==> config.mk <==
export PLATFORM = sky130hd
export DESIGN_NAME = connect4_board_ctrl_flat
export DESIGN_NICKNAME = d
export VERILOG_FILES = /design/src/rtl/connect4_board_ctrl_if.sv /design/src/rtl/connect4_board_ctrl.sv /design/src/flat_wrapper.sv
export SDC_FILE = /design/constraint.sdc
export NUM_CORES = 1
export LEC_CHECK = 0
export CAP_MARGIN = 20
export CELL_PAD_IN_SITES_DETAIL_PLACEMENT = 1
export CELL_PAD_IN_SITES_GLOBAL_PLACEMENT = 1
export CORE_ASPECT_RATIO = 1.5
export CORE_MARGIN = 2
export CORE_UTILIZATION = 40
export DETAILED_ROUTE_END_ITERATION = 12
export PLACE_DENSITY = 0.86
export SYNTH_ARGS = -nofsm -noshare
export SYNTH_HDL_FRONTEND = slang
export SYNTH_SLANG_ARGS = --single-unit
==> constraint.sdc <==
create_clock -name clk -period 2.7 [get_ports clk]
set_input_delay 0.27 -clock clk [delete_from_list [all_inputs] [get_ports clk]]
set_output_delay 0.27 -clock clk [all_outputs]
set_load 0.03 [all_outputs]
==> src/rtl/connect4_board_ctrl_if.sv <==
// Move handshake, board state and winner-detector status for the 4x4 connect-4 controller.
interface connect4_board_ctrl_if;
  logic        new_game;
  logic        move_valid;
  logic [1:0]  move_col;
  logic        move_ready;
  logic [1:0]  game_status;
  logic [15:0] game_board;
  logic [15:0] player_cells;
  logic        current_player;
  logic        move_accepted;
  logic        move_rejected;
  logic [4:0]  move_count;
  logic        game_over;

  modport master (
    output new_game, move_valid, move_col, game_status,
    input  move_ready, game_board, player_cells, current_player,
           move_accepted, move_rejected, move_count, game_over
  );

  modport slave (
    input  new_game, move_valid, move_col, game_status,
    output move_ready, game_board, player_cells, current_player,
           move_accepted, move_rejected, move_count, game_over
  );
endinterface

==> src/rtl/connect4_board_ctrl.sv <==
// 4x4 connect-4 board controller: drops a piece into a column by scanning upward,
// then waits for the external winner detector before handing the turn over.
module connect4_board_ctrl #(
  parameter int unsigned SETTLE_CYCLES = 2,
  parameter int unsigned FIRST_PLAYER  = 0
) (
  input logic                  clk,
  input logic                  reset,
  connect4_board_ctrl_if.slave bus
);
  // state    | meaning
  // IDLE     | waiting for a move handshake
  // SCAN     | climbing the latched column one row per cycle
  // SETTLE   | giving game_status time to reflect the new piece
  // GAMEOVER | win or tie reported; only new_game or reset leave
  localparam logic [1:0] IDLE     = 2'd0;
  localparam logic [1:0] SCAN     = 2'd1;
  localparam logic [1:0] SETTLE   = 2'd2;
  localparam logic [1:0] GAMEOVER = 2'd3;

  localparam logic [3:0] SETTLE_LOAD = 4'(SETTLE_CYCLES);
  localparam logic       FIRST_P     = 1'(FIRST_PLAYER);

  logic [1:0]  r_state;
  logic [1:0]  r_col;
  logic [1:0]  r_row;
  logic [3:0]  r_settle;
  logic [15:0] r_board;
  logic [15:0] r_cells;
  logic        r_player;
  logic        r_acc;
  logic        r_rej;
  logic [4:0]  r_count;

  logic [3:0]  w_idx;
  logic        w_cell_full;

  assign w_idx       = {r_row, r_col};
  assign w_cell_full = r_board[w_idx];

  always_ff @(posedge clk or posedge reset) begin
    if (reset) begin
      r_state  <= IDLE;
      r_col    <= 2'd0;
      r_row    <= 2'd0;
      r_settle <= 4'd0;
      r_board  <= 16'd0;
      r_cells  <= 16'd0;
      r_player <= FIRST_P;
      r_acc    <= 1'b0;
      r_rej    <= 1'b0;
      r_count  <= 5'd0;
    end else if (bus.new_game) begin
      r_state  <= IDLE;
      r_col    <= 2'd0;
      r_row    <= 2'd0;
      r_settle <= 4'd0;
      r_board  <= 16'd0;
      r_cells  <= 16'd0;
      r_player <= FIRST_P;
      r_acc    <= 1'b0;
      r_rej    <= 1'b0;
      r_count  <= 5'd0;
    end else begin
      r_acc <= 1'b0;
      r_rej <= 1'b0;
      case (r_state)
        IDLE: begin
          if (bus.move_valid) begin
            r_col   <= bus.move_col;
            r_row   <= 2'd0;
            r_state <= SCAN;
          end
        end
        SCAN: begin
          if (!w_cell_full) begin
            r_board[w_idx] <= 1'b1;
            r_cells[w_idx] <= r_player;
            if (r_count != 5'd16) r_count <= r_count + 5'd1;
            r_acc    <= 1'b1;
            r_settle <= SETTLE_LOAD;
            r_state  <= SETTLE;
          end else if (r_row != 2'd3) begin
            r_row <= r_row + 2'd1;
          end else begin
            r_rej   <= 1'b1;
            r_state <= IDLE;
          end
        end
        SETTLE: begin
          // terminal count reached: this edge is the single status sample
          if (r_settle <= 4'd1) begin
            if (bus.game_status == 2'b00) begin
              r_player <= ~r_player;
              r_state  <= IDLE;
            end else begin
              r_state <= GAMEOVER;
            end
          end else begin
            r_settle <= r_settle - 4'd1;
          end
        end
        GAMEOVER: r_state <= GAMEOVER;
        default:  r_state <= IDLE;
      endcase
    end
  end

  assign bus.move_ready     = (r_state == IDLE);
  assign bus.game_over      = (r_state == GAMEOVER);
  assign bus.game_board     = r_board;
  assign bus.player_cells   = r_cells;
  assign bus.current_player = r_player;
  assign bus.move_accepted  = r_acc;
  assign bus.move_rejected  = r_rej;
  assign bus.move_count     = r_count;
endmodule

==> src/flat_wrapper.sv <==
// flat-port wrapper written by rule: the top's interface ports become plain ports
module connect4_board_ctrl_flat 
#(
  parameter int unsigned SETTLE_CYCLES = 2,
  parameter int unsigned FIRST_PLAYER  = 0
)
  (clk, reset, bus_new_game, bus_move_valid, bus_move_col, bus_game_status, bus_move_ready, bus_game_board, bus_player_cells, bus_current_player, bus_move_accepted, bus_move_rejected, bus_move_count, bus_game_over);
  connect4_board_ctrl_if bus_i ();
  input logic clk;
  input logic reset;
  input wire logic [$bits(bus_i.new_game)-1:0] bus_new_game;
  input wire logic [$bits(bus_i.move_valid)-1:0] bus_move_valid;
  input wire logic [$bits(bus_i.move_col)-1:0] bus_move_col;
  input wire logic [$bits(bus_i.game_status)-1:0] bus_game_status;
  output wire logic [$bits(bus_i.move_ready)-1:0] bus_move_ready;
  output wire logic [$bits(bus_i.game_board)-1:0] bus_game_board;
  output wire logic [$bits(bus_i.player_cells)-1:0] bus_player_cells;
  output wire logic [$bits(bus_i.current_player)-1:0] bus_current_player;
  output wire logic [$bits(bus_i.move_accepted)-1:0] bus_move_accepted;
  output wire logic [$bits(bus_i.move_rejected)-1:0] bus_move_rejected;
  output wire logic [$bits(bus_i.move_count)-1:0] bus_move_count;
  output wire logic [$bits(bus_i.game_over)-1:0] bus_game_over;
  assign bus_i.new_game = bus_new_game;
  assign bus_i.move_valid = bus_move_valid;
  assign bus_i.move_col = bus_move_col;
  assign bus_i.game_status = bus_game_status;
  assign bus_move_ready = bus_i.move_ready;
  assign bus_game_board = bus_i.game_board;
  assign bus_player_cells = bus_i.player_cells;
  assign bus_current_player = bus_i.current_player;
  assign bus_move_accepted = bus_i.move_accepted;
  assign bus_move_rejected = bus_i.move_rejected;
  assign bus_move_count = bus_i.move_count;
  assign bus_game_over = bus_i.game_over;
  connect4_board_ctrl #(.SETTLE_CYCLES(SETTLE_CYCLES), .FIRST_PLAYER(FIRST_PLAYER)) u_core (.clk(clk), .reset(reset), .bus(bus_i));
endmodule
==> results.txt, run 1 <==
* Result of the run: complete, no violations
- Global-route congestion overflow total: 0
* Routed WL: 7130 um
- Final HPWL from detailed placement: around 5000 um
- In this run the cell area of the synthesized design comes to ~2700 um^2.
* Time the final worst path needs with I/O delays and setup: 2.48 ns
* Critical path's slowest cell: dfrtp_1
- The total count of hold-check failures in the final report was 0.
- Startpoint type of the worst setup path: flip-flop
- Post-synthesis average cell area: around 10 um^2
* Most common cell after layout, fill and taps aside: dfrtp_1
* Number of distinct standard cells referenced by the synthesized netlist: 41
* CTS Hold Buffers Added: 0
- The floorplan has 36 rows.
- The first TritonRoute pass finished after 4 iterations.
* Post-DR vias/cell: about 5.6
* Type of the tightest min-delay check: input pin to async pin
- Once layout is done, the placed cells without fillers occupy ~3400 um^2.
* Total via count after detailed routing: between 2,000 and 2,500
* Maximum net fanout on the critical path: 12
- No sink is reached through more buffers than the 2 on the longest clock path.
- Req. time, crit path: slightly below 3 ns
- Global-route wire length before repair: between 10,000 and 15,000 um
- For this run, the top clock speed supported by timing is roughly 400 MHz.
- The cell count after synthesis came out at around 260.
- The tree is rooted in a clkbuf_8.
* Number of antenna cells inserted: 0
* TritonCTS clock tree: built
- For the worst setup path, the data arrival time is 2.71 ns.
- Cells with a size suffix above 1 make up approximately 13% of the layout.
- The worst pin sits at a relative slew slack of between 50% and 60%.
- Count of max-cap constraint violations: 0
* Post-cts repair resize count: 0
- Count of flip-flops with a built-in enable after synthesis: 0
* Initial antenna violation count: 0
* Final nets: around 320
* Final standard cell utilization of the core: 51.8%
* Cells traversed along the worst timing path: mux4_2 > mux2_2 > mux2i_4 > buf_4 > and3_1 > mux2i_1
* Overall die height: roughly 100 um
- Fillcell total: 729
- Clock-pin transition on the worst setup and hold timing paths: approximately 0.10 ns
* Delay of the slowest critical-path stage: around 0.56 ns
* GRT Total Usage: between 20% and 30%
* DRC violation total after the first TritonRoute iteration: between 60 and 70
- Combined area of the multi-input logic cells: 1270 um^2
- Die Wd: slightly above 70 um
- Port Buf Inserts: between 40 and 50
- CTS sink cnt: 50
* Summed negative setup slack over all endpoints: 0 ns
- Number of remaining DRC errors: 0
* Setup repair after global routing missed its margin: no
- After synthesis the netlist holds a flip-flop and latch count of 50.
- Worst-margin pin slew: just under 0.7 ns
- Remaining antenna violation count: 0
* Period utilization: 92.0%
- Number of buffers added for setup after CTS: 0
* CORE AREA: between 6000 and 7000 um^2
- Pin placement for this block handled 50 I/O pins.
- Setup violations remaining at the end of the flow were counted as 0.
- Of all flip-flops after synthesis, the portion carrying an async set or reset was 100%.
- Synthesis produced a netlist with a net count of about 270.
* Post-Place Cell Area: 3250 um^2
* Leak: between 1 and 1.5 nW
* TritonCTS buffer count: 5
* Area Overhead vs Synth: 25.1%
- Routability Congestion: just over 0.8
* Sum of internal, switching and leakage power: approximately 1.6 mW
- Number of H-tree levels: 2
- For this run, the number of Yosys warnings is 0.
- The floorplan step defined a die boundary enclosing around 7400 um^2.
- Most frequent cells in the layout: dfrtp_1, clkdlybuf4s50_1, a21oi_1
- Worst setup slack for register-to-register paths: ~0.22 ns
* Maximum number of pins on one net before global-route repair: 51
- Capturing element type of the critical path: flip-flop
* Post-detailed-route wirelength per cell: ~19 um
- Effective utilization at floorplan: between 40% and 50%
- For the worst-skew pair, the clock arrives at the later sink with an insertion delay of between 0.3 and 0.4 ns.
- Class of the most critical setup path: flip-flop to flip-flop
- Final slew viol count: 0
- IR drop worst, VDD: between 300 and 400 uV
- Power per cell area: a little under 500 nW/um^2
* Skew final: ~0.0094 ns
- Part of the Yosys area used for sequential elements: a little under half
- Main synth FF type: dfrtp_1
* Register cell area after layout: roughly 1300 um^2
- Via count of the first global-routing pass: between 2,000 and 2,500
==> sequential cells by signal (all words and copies together) (netlist names) <==
signal,cells
u_core.bus.current_player,1
u_core.bus.game_board,16
u_core.bus.move_accepted,1
u_core.bus.move_count,5
u_core.bus.move_rejected,1
u_core.bus.player_cells,16
u_core.r_col,2
u_core.r_row,2
u_core.r_settle,4
u_core.r_state,2
==> power breakdown <==
group          switching (mW)  total, mW  internal (mW)  leakage, nW
logic                   0.169      0.278          0.110        0.721
registers              0.0334      0.800          0.767        0.694
clock network           0.263      0.536          0.273       0.0579
total                   0.465       1.61           1.15         1.47
==> routing by layer <==
metal / GRT usage (%) / routed length (um) / vias to the layer above / part of all wire [%]
li1: - / - / 972 / -
met1: 23.9 / 2850 / 1105 / 40
met2: 36.4 / 3960 / 45 / 56
met3: 2.33 / 193 / 9 / 2.7
met4: 7.41 / 131 / 0 / 1.8
met5: 0 / 0 / - / 0
==> cells by family (layout without fill, tap and decap cells) <==
family,Yosys count,in the layout,share of synthesized area [%]
xor+xnor,1,1,0.326
fa+ha+maj,8,8,3.73
mux,28,28,13.0
buf+inv,41,88,6.24
simple gates,89,89,21.2
compound gates,40,40,8.90
flops,50,50,46.6
==> layout make-up <==
| class | instances | area share [%] |
|---|---|---|
| Inverter | 23 | 2.57 |
| Sequential cell | 50 | 37.2 |
| Clock buffer | 5 | 2.05 |
| Tap cell | 76 | 2.83 |
| Clock inverter | 3 | 1.19 |
| Multi-Input combinational cell | 166 | 37.7 |
| Timing Repair Buffer | 57 | 16.4 |
==> synthesized netlist by cell type (4+ instances only) <==
| cell | number | area share (%) |
|---|---|---|
| clkbuf_1 | 12 | 1.7 |
| nor2b_1 | 5 | 1.2 |
| mux4_2 | 4 | 3.4 |
| a21oi_1 | 23 | 4.3 |
| nand2b_1 | 22 | 5.1 |
| nand4_2 | 8 | 3.7 |
| o21ai_0 | 6 | 1.1 |
| nand2_1 | 7 | 0.98 |
| mux2i_1 | 17 | 6.3 |
| dfrtp_1 | 50 | 47 |
| nor2_1 | 20 | 2.8 |
| ha_1 | 8 | 3.7 |
| inv_1 | 23 | 3.2 |
| nand3_1 | 6 | 1.1 |
==> worst max-delay path, delay by kind of cell, from the launching register on <==
kind | cells | cell delay, ns
AND/OR/NAND/NOR | 1 | 0.22
buffers and inverters | 1 | 0.27
multiplexers | 4 | 1.34
flip-flops | 1 | 0.56
==> per-stage QoR <==
step	hold WS, ns	std cells	worst slack (ns)
6_report	0.433	380	0.216
5_1_grt	0.516	380	0.105
4_1_cts	0.476	380	0.214
3_5_place_dp	0.534	372	0.292
3_3_place_gp	0.533	372	0.388
2_1_floorplan	0.401	257	0.585
==> worst paths after layout <==
check                                            start                     endpoint  cells past startpoint
setup / recovery                       u_core.r_col[0]   u_core.bus.player_cells[0]                      6
hold / removal                                   reset  u_core.bus.player_cells[12]                      3
setup reg to reg                       u_core.r_col[0]   u_core.bus.player_cells[0]                      6
hold reg to reg            u_core.bus.player_cells[11]  u_core.bus.player_cells[11]                      2
max in group asynchronous                        reset   u_core.bus.player_cells[5]                      3
min in group clk                       bus_move_col[1]              u_core.r_col[1]                      3
(Power assumes the default switching activity.)
==> run 2, diff against run 1 <==
--- a/config.mk
+++ b/config.mk
@@ -9,7 +9,6 @@
 export CELL_PAD_IN_SITES_DETAIL_PLACEMENT = 1
 export CELL_PAD_IN_SITES_GLOBAL_PLACEMENT = 1
 export CORE_ASPECT_RATIO = 1.5
-export CORE_MARGIN = 2
 export CORE_UTILIZATION = 40
 export DETAILED_ROUTE_END_ITERATION = 12
 export PLACE_DENSITY = 0.86
==> run 2 against run 1 <==
Clock skew up 0.0012 ns. Hold slack worse by 0.16 ns. Utilization up 0.52 points. Sequential power about the same. Total power up 7.1%. Largest cell class unchanged.
==> results.txt, run 2 (synthesized netlist as in run 1, its figures left out) <==
* Result of the run: complete, no violations
- WP data arrival: between 2 and 3 ns
- Number of buffers on the longest clock path: 2
- Headroom to the max-slew limit came out at roughly 55%.
- Maximum net fanout on the critical path: 10
- In this run the count of I/O pins placed on the die edge is 50.
- Summed over all layers, the routed wires come to between 7000 and 8000 um.
- Across all register-to-register paths, the minimum setup slack is 0.24 ns.
* Req. time, crit path: 2.86 ns
* Skew final: 0.0105 ns
- Dividing total power by cell area gives a power density of roughly 510 nW/um^2.
* Setup repair after global routing missed its margin: no
* Initial antenna violation count: 0
* Worst-margin pin slew: about 0.67 ns
* Number of antenna cells inserted: 0
* Class of the most critical setup path: flip-flop to flip-flop
* Register cell area after layout: roughly 1300 um^2
- The critical path starts at u_core.r_col[0].
- The floorplan step defined a die boundary enclosing just over 7000 um^2.
* Clock latency at the later pin of the worst-skew pair: approximately 0.31 ns
- The first detailed-routing pass took 4 iterations.
- Maximum number of pins on one net before global-route repair: 59
* Count of max-cap constraint violations: 0
- The die is between 100 and 150 um tall.
* Worst Reg2Reg Path Length in Cells: 6
- After detailed routing, the number of vias per cell comes to 5.58.
- Summed over all failing endpoints, the final setup total negative slack is 0 ns.
* Final HPWL from detailed placement: between 4000 and 5000 um
- Final hold violation count: 0
- The initial utilization of the core area, before any placement, comes to between 40% and 50%.
- The worst setup path is captured at a flip-flop.
- Number of H-tree levels: 2
- Global-route congestion overflow total: 0
- The count of pins over their slew limit was 0.
- After clock tree synthesis, the clock-pin slew on the worst setup and hold paths is approximately 0.1 ns.
- GRT Total Usage: 22.1%
- Cell at the root of the clock tree: clkbuf_8
- The library cell used most frequently in the layout, excluding fill and tap cells, is dfrtp_1.
- The die is 68.9 um wide.
- TritonCTS clock tree: built
- Timing would allow up to 406 MHz.
- Final nets: ~320
- The startpoint identified for the worst register-to-register timing path is u_core.r_col[0].
- The number of global-route vias before repair was approximately 2,300.
- The smallest clock period supported by the final layout is computed as about 2.5 ns.
- Type of the tightest min-delay check: input pin to async pin
- IR drop worst, VDD: 374 uV
- Summing all multi-input logic gate instances after layout gives about 1300 um^2.
- DRC violation total after the first TritonRoute iteration: a little over 100
- Number of remaining DRC errors: 0
- Buffers added to address setup during post-CTS repair amount to 0.
- The floorplan has 36 rows.
- Setup violations remaining at the end of the flow were counted as 0.
- The clock net in this run drives a total of 50 sinks.
- Routability Congestion: roughly 0.83
- Routed met3 length: roughly 250 um
- Total routed wire length on the met1 layer: approximately 2700 um
- In this run the tool buffered the top-level ports with just under 50 buffer cells.
- Summed over all cells, the static leakage comes to around 1.5 nW.
- CORE AREA: around 6500 um^2
* Most frequent cells in the layout: dfrtp_1, clkdlybuf4s50_1, a21oi_1
- Sum of internal, switching and leakage power: around 1.7 mW
- Startpoint type of the worst setup path: flip-flop
* CTS Hold Buffers Added: 0
* Proportion of layout cells with a drive suffix above 1: roughly an eighth
- TritonCTS buffer count: 5
* Fillcell total: about 730
* Remaining antenna violation count: 0
- The worst register-to-register path ends at u_core.bus.player_cells[9].
- Total via count after detailed routing: ~2,100
- Uppermost signal routing layer after detailed routing: met4
- Dividing the final minimum period by the clock period gives around 91%.
- Routed length on met2: around 3900 um
* Post-cts repair resize count: 0
- Area Overhead vs Synth: 26.3%
- In the final routed layout, each cell accounts on average for 18.5 um.
* Global-route wire length before repair: between 10,000 and 15,000 um
## run 2: how the worst max path moves through the flow
stage	end	cells past startpoint
after detailed placement	u_core.bus.player_cells[7]	6
after CTS	u_core.bus.player_cells[9]	6
after global placement	u_core.bus.player_cells[12]	6
final	u_core.bus.player_cells[9]	6
after floorplan	u_core.bus.player_cells[2]	7
after global routing	u_core.bus.game_board[13]	6
## run 2: critical path, cell delays in order, from the launching register on
cell      delay [ns]
dfrtp_1         0.54
mux4_2          0.55
mux2_2          0.32
mux2i_4         0.26
buf_4           0.25
nand4b_1        0.20
mux2i_1         0.18
## run 2: final cells by class
cell class | count | share of cell area, %
multi-input cells | 166 | 37.4
flip-flops and latches | 50 | 36.9
repair buffers | 57 | 16.2
well taps | 76 | 2.80
inverters | 23 | 2.54
clock buffers | 6 | 2.43
clock inverters | 2 | 1.77
## run 2: per-stage QoR
step                      area, um^2  util (%)  setup WS [ns]  hold slack [ns]  instances
after floorplan                 2690         -          0.585            0.401        257
after global placement          3250      50.1          0.388            0.534        372
after detailed placement        3250      50.1          0.292            0.540        372
after CTS                       3390      52.3          0.235            0.291        380
after global routing            3390      52.3          0.112            0.326        380
final                           3390      52.3          0.237            0.269        380
## run 2: power breakdown
group / internal, mW / total, mW / switching, mW
Combinational: 0.109 / 0.277 / 0.168
Clock: 0.395 / 0.652 / 0.257
Sequential: 0.767 / 0.799 / 0.0326
## run 2: metal layers
layer / vias to the layer above / global-route usage (%)
li1: 975 / -
met1: 1086 / 25.8
met2: 48 / 39.7
met3: 13 / 3.13
met4: 0 / 8.01
met5: - / 0
==> run 3, diff against run 2 <==
--- a/config.mk
+++ b/config.mk
@@ -12,6 +12,7 @@
 export CORE_UTILIZATION = 40
 export DETAILED_ROUTE_END_ITERATION = 12
 export PLACE_DENSITY = 0.86
+export RECOVER_POWER = 50
 export SYNTH_ARGS = -nofsm -noshare
 export SYNTH_HDL_FRONTEND = slang
 export SYNTH_SLANG_ARGS = --single-unit
==> run 3 against run 2 <==
Routed wire length decreased by 0.46%. Sequential share of layout area rose by 0.082 points. Critical path depth is the same. Hold slack gained 0.24 ns. Fmax grew 0.40%.
==> results.txt, run 3 (synthesized netlist as in run 1, its figures left out) <==
- Skew final: approximately 0.011 ns
- In this run, the combinational gates consume 15.9% of the power.
- The worst setup path is launched from a flip-flop.
* Clock latency at the later pin of the worst-skew pair: 0.31 ns
* Total internal power: around 1.3 mW
- STA classifies the critical path endpoint as a flip-flop.
* GRT Total Usage: between 20% and 30%
- The library cell used most frequently in the layout, excluding fill and tap cells, is dfrtp_1.
- Die ar.: between 7000 and 8000 um^2
- Using the TritonRoute via totals, the vias-per-cell ratio works out to 5.59.
* Global-route congestion overflow total: 0
- CTS sink cnt: 50
- At the placement stage, the worst setup path has a slack of roughly 0.29 ns.
* Post-cts repair resize count: 0
* Final hold violation count: 0
* Switching power summed over all nets: approximately 0.46 mW
* Total setup violations reported at the end of the flow: 0
- Once the floorplan was initialized, standard cells occupied between 40% and 50% of the core.
* Drt pass-1 iters: 4
* Number of antenna cells inserted: 0
- CORE AREA: between 6000 and 7000 um^2
- Final HPWL from detailed placement: between 4000 and 5000 um
- Leaving out filler cells and counting taps, the final layout contains 380.
* Number of H-tree levels: 2
- The flow ran to the end, and the final reports show no timing, DRC or antenna violations.
- Final slew viol count: 0
- The first global-routing pass estimated around 11,000 um of wire.
- Number of buffers added for setup after CTS: 0
- Routed WL: around 7000 um
- Summing internal, switching and leakage power gives ~1.7 mW.
- In the final layout, the share of cells above drive strength 1 is 11.5%.
- STA puts the critical path data required time at between 2 and 3 ns.
* IR drop worst, VDD: ~370 uV
* TritonCTS clock tree: built
- The floorplan step set the die height to between 100 and 150 um.
- After layout, the minimum clock period comes to 2.45 ns.
- The cell sitting at the root of the clock tree is a clkbuf_8.
- After detailed routing, the number of remaining DRC violations is 0.
* Clock-pin transition on the worst setup and hold timing paths: 0.10 ns
- Class of the most critical setup path: flip-flop to flip-flop
* Remaining antenna violation count: 0
- After layout, the worst path uses about nine tenths of the clock period.
- Die Wd: slightly below 70 um
* Final nets: between 300 and 400
- DRC violation total after the first TritonRoute iteration: 111
- Dividing total power by cell area gives a power density of slightly above 500 nW/um^2.
- Measured on the finished design, the core utilization comes to 52.2%.
* Count of max-cap constraint violations: 0
* Via count of the first global-routing pass: approximately 2,300
- The initial antenna violation count came to 0.
- Compared with the post-synthesis result, the final layout area differs by 26.0%.
- In this run the tool buffered the top-level ports with between 40 and 50 buffer cells.
- STA puts the critical path data arrival time at 2.61 ns.
- Relative slew margins: between 20 and 30%
* TritonCTS buffer count: 5
- After clock tree synthesis, the flow added hold-fix buffers numbering 0.
- Maximum number of pins on one net before global-route repair: 59
* Site Rows: 36
- Worst-margin pin slew: approximately 1.1 ns
- Maximum net fanout on the critical path: 10
- In the post-route analysis, the smallest setup slack over all paths is between 0.2 and 0.25 ns.
* Max Fclk: just over 400 MHz
- Counting tap cells, the placed design contains a total of 372 instances.
* Number of placed I/O pins: 50
- Clock group share of total power: around 38%
- Leak: around 1.5 nW
- In this run switching power makes up between 20% and 30% of total power.
- Setup repair after global routing missed its margin: no
- In this run the worst hold path is classified as input pin to flip-flop.
* Summed negative setup slack over all endpoints: 0 ns
* Total via count after detailed routing: 2,125
- Sequential power share: a little under half
* Routability Congestion: about 0.83
- Number of buffers on the longest clock path: 2
* Post-detailed-route wirelength per cell: ~18 um
- Most frequent cells in the layout: dfrtp_1, clkdlybuf4s50_1, a21oi_1, inv_1, nand2b_1
## run 3: cell count changes in the layout (fill, tap and decap cells not counted), sizes merged
cell / previous run / this run
clkbuf: 6 / 8
dlygate4sd3: 0 / 20
clkdlybuf4s50: 49 / 29
buf: 8 / 6
## run 3: through the flow
step	hold WS (ns)	instance area (um^2)
finish	0.514	3390
detailed placement	0.540	3250
floorplan	0.401	2690
global placement	0.534	3250
global route	0.530	3390
CTS	0.291	3390
## run 3: metal layers
layer  vias up  GRT usage (%)  wire length, um
li1        978              -                -
met1      1093           25.8             2750
met2        42           39.7             3890
met3        12           3.13              215
met4         0           8.01              142
met5         -              0                0
## run 3: power by group through the flow
stage / combinational [mW] / clock, mW / sequential, mW
2_1_floorplan: 0.190 / 0 / 0.808
3_3_place_gp: 0.268 / 0 / 0.812
3_5_place_dp: 0.275 / 0 / 0.813
4_1_cts: 0.280 / 0.658 / 0.799
5_1_grt: 0.302 / 0.678 / 0.803
6_report: 0.275 / 0.652 / 0.799
## run 3: final timing paths
check | from | endpoint | slack (ns) | depth (start not counted)
setup / recovery | u_core.r_col[0] | u_core.bus.player_cells[9] | 0.25 | 6
hold / removal | bus_move_col[1] | u_core.r_col[1] | 0.51 | 3
setup reg to reg | u_core.r_col[0] | u_core.bus.player_cells[9] | 0.25 | 6
hold reg to reg | u_core.bus.player_cells[11] | u_core.bus.player_cells[11] | 0.55 | 2
max in group asynchronous | reset | u_core.r_row[1] | 0.70 | 3
min in group asynchronous | reset | u_core.bus.game_board[12] | 0.53 | 2
## run 3: critical path, stage by stage (launching register included)
cell and delay (ns):
dfrtp_1 0.54, mux4_2 0.55, mux2_2 0.32, mux2i_4 0.26, buf_4 0.25, nand4b_1 0.19
mux2i_1 0.18
## run 3: final cells by class
type	count	area, um^2
multi-input cells	166	1270
clock inverters	2	60.1
repair buffers	57	543
inverters	23	86.3
fillers	728	3100
well taps	76	95.1
clock buffers	6	82.6
flip-flops and latches	50	1250
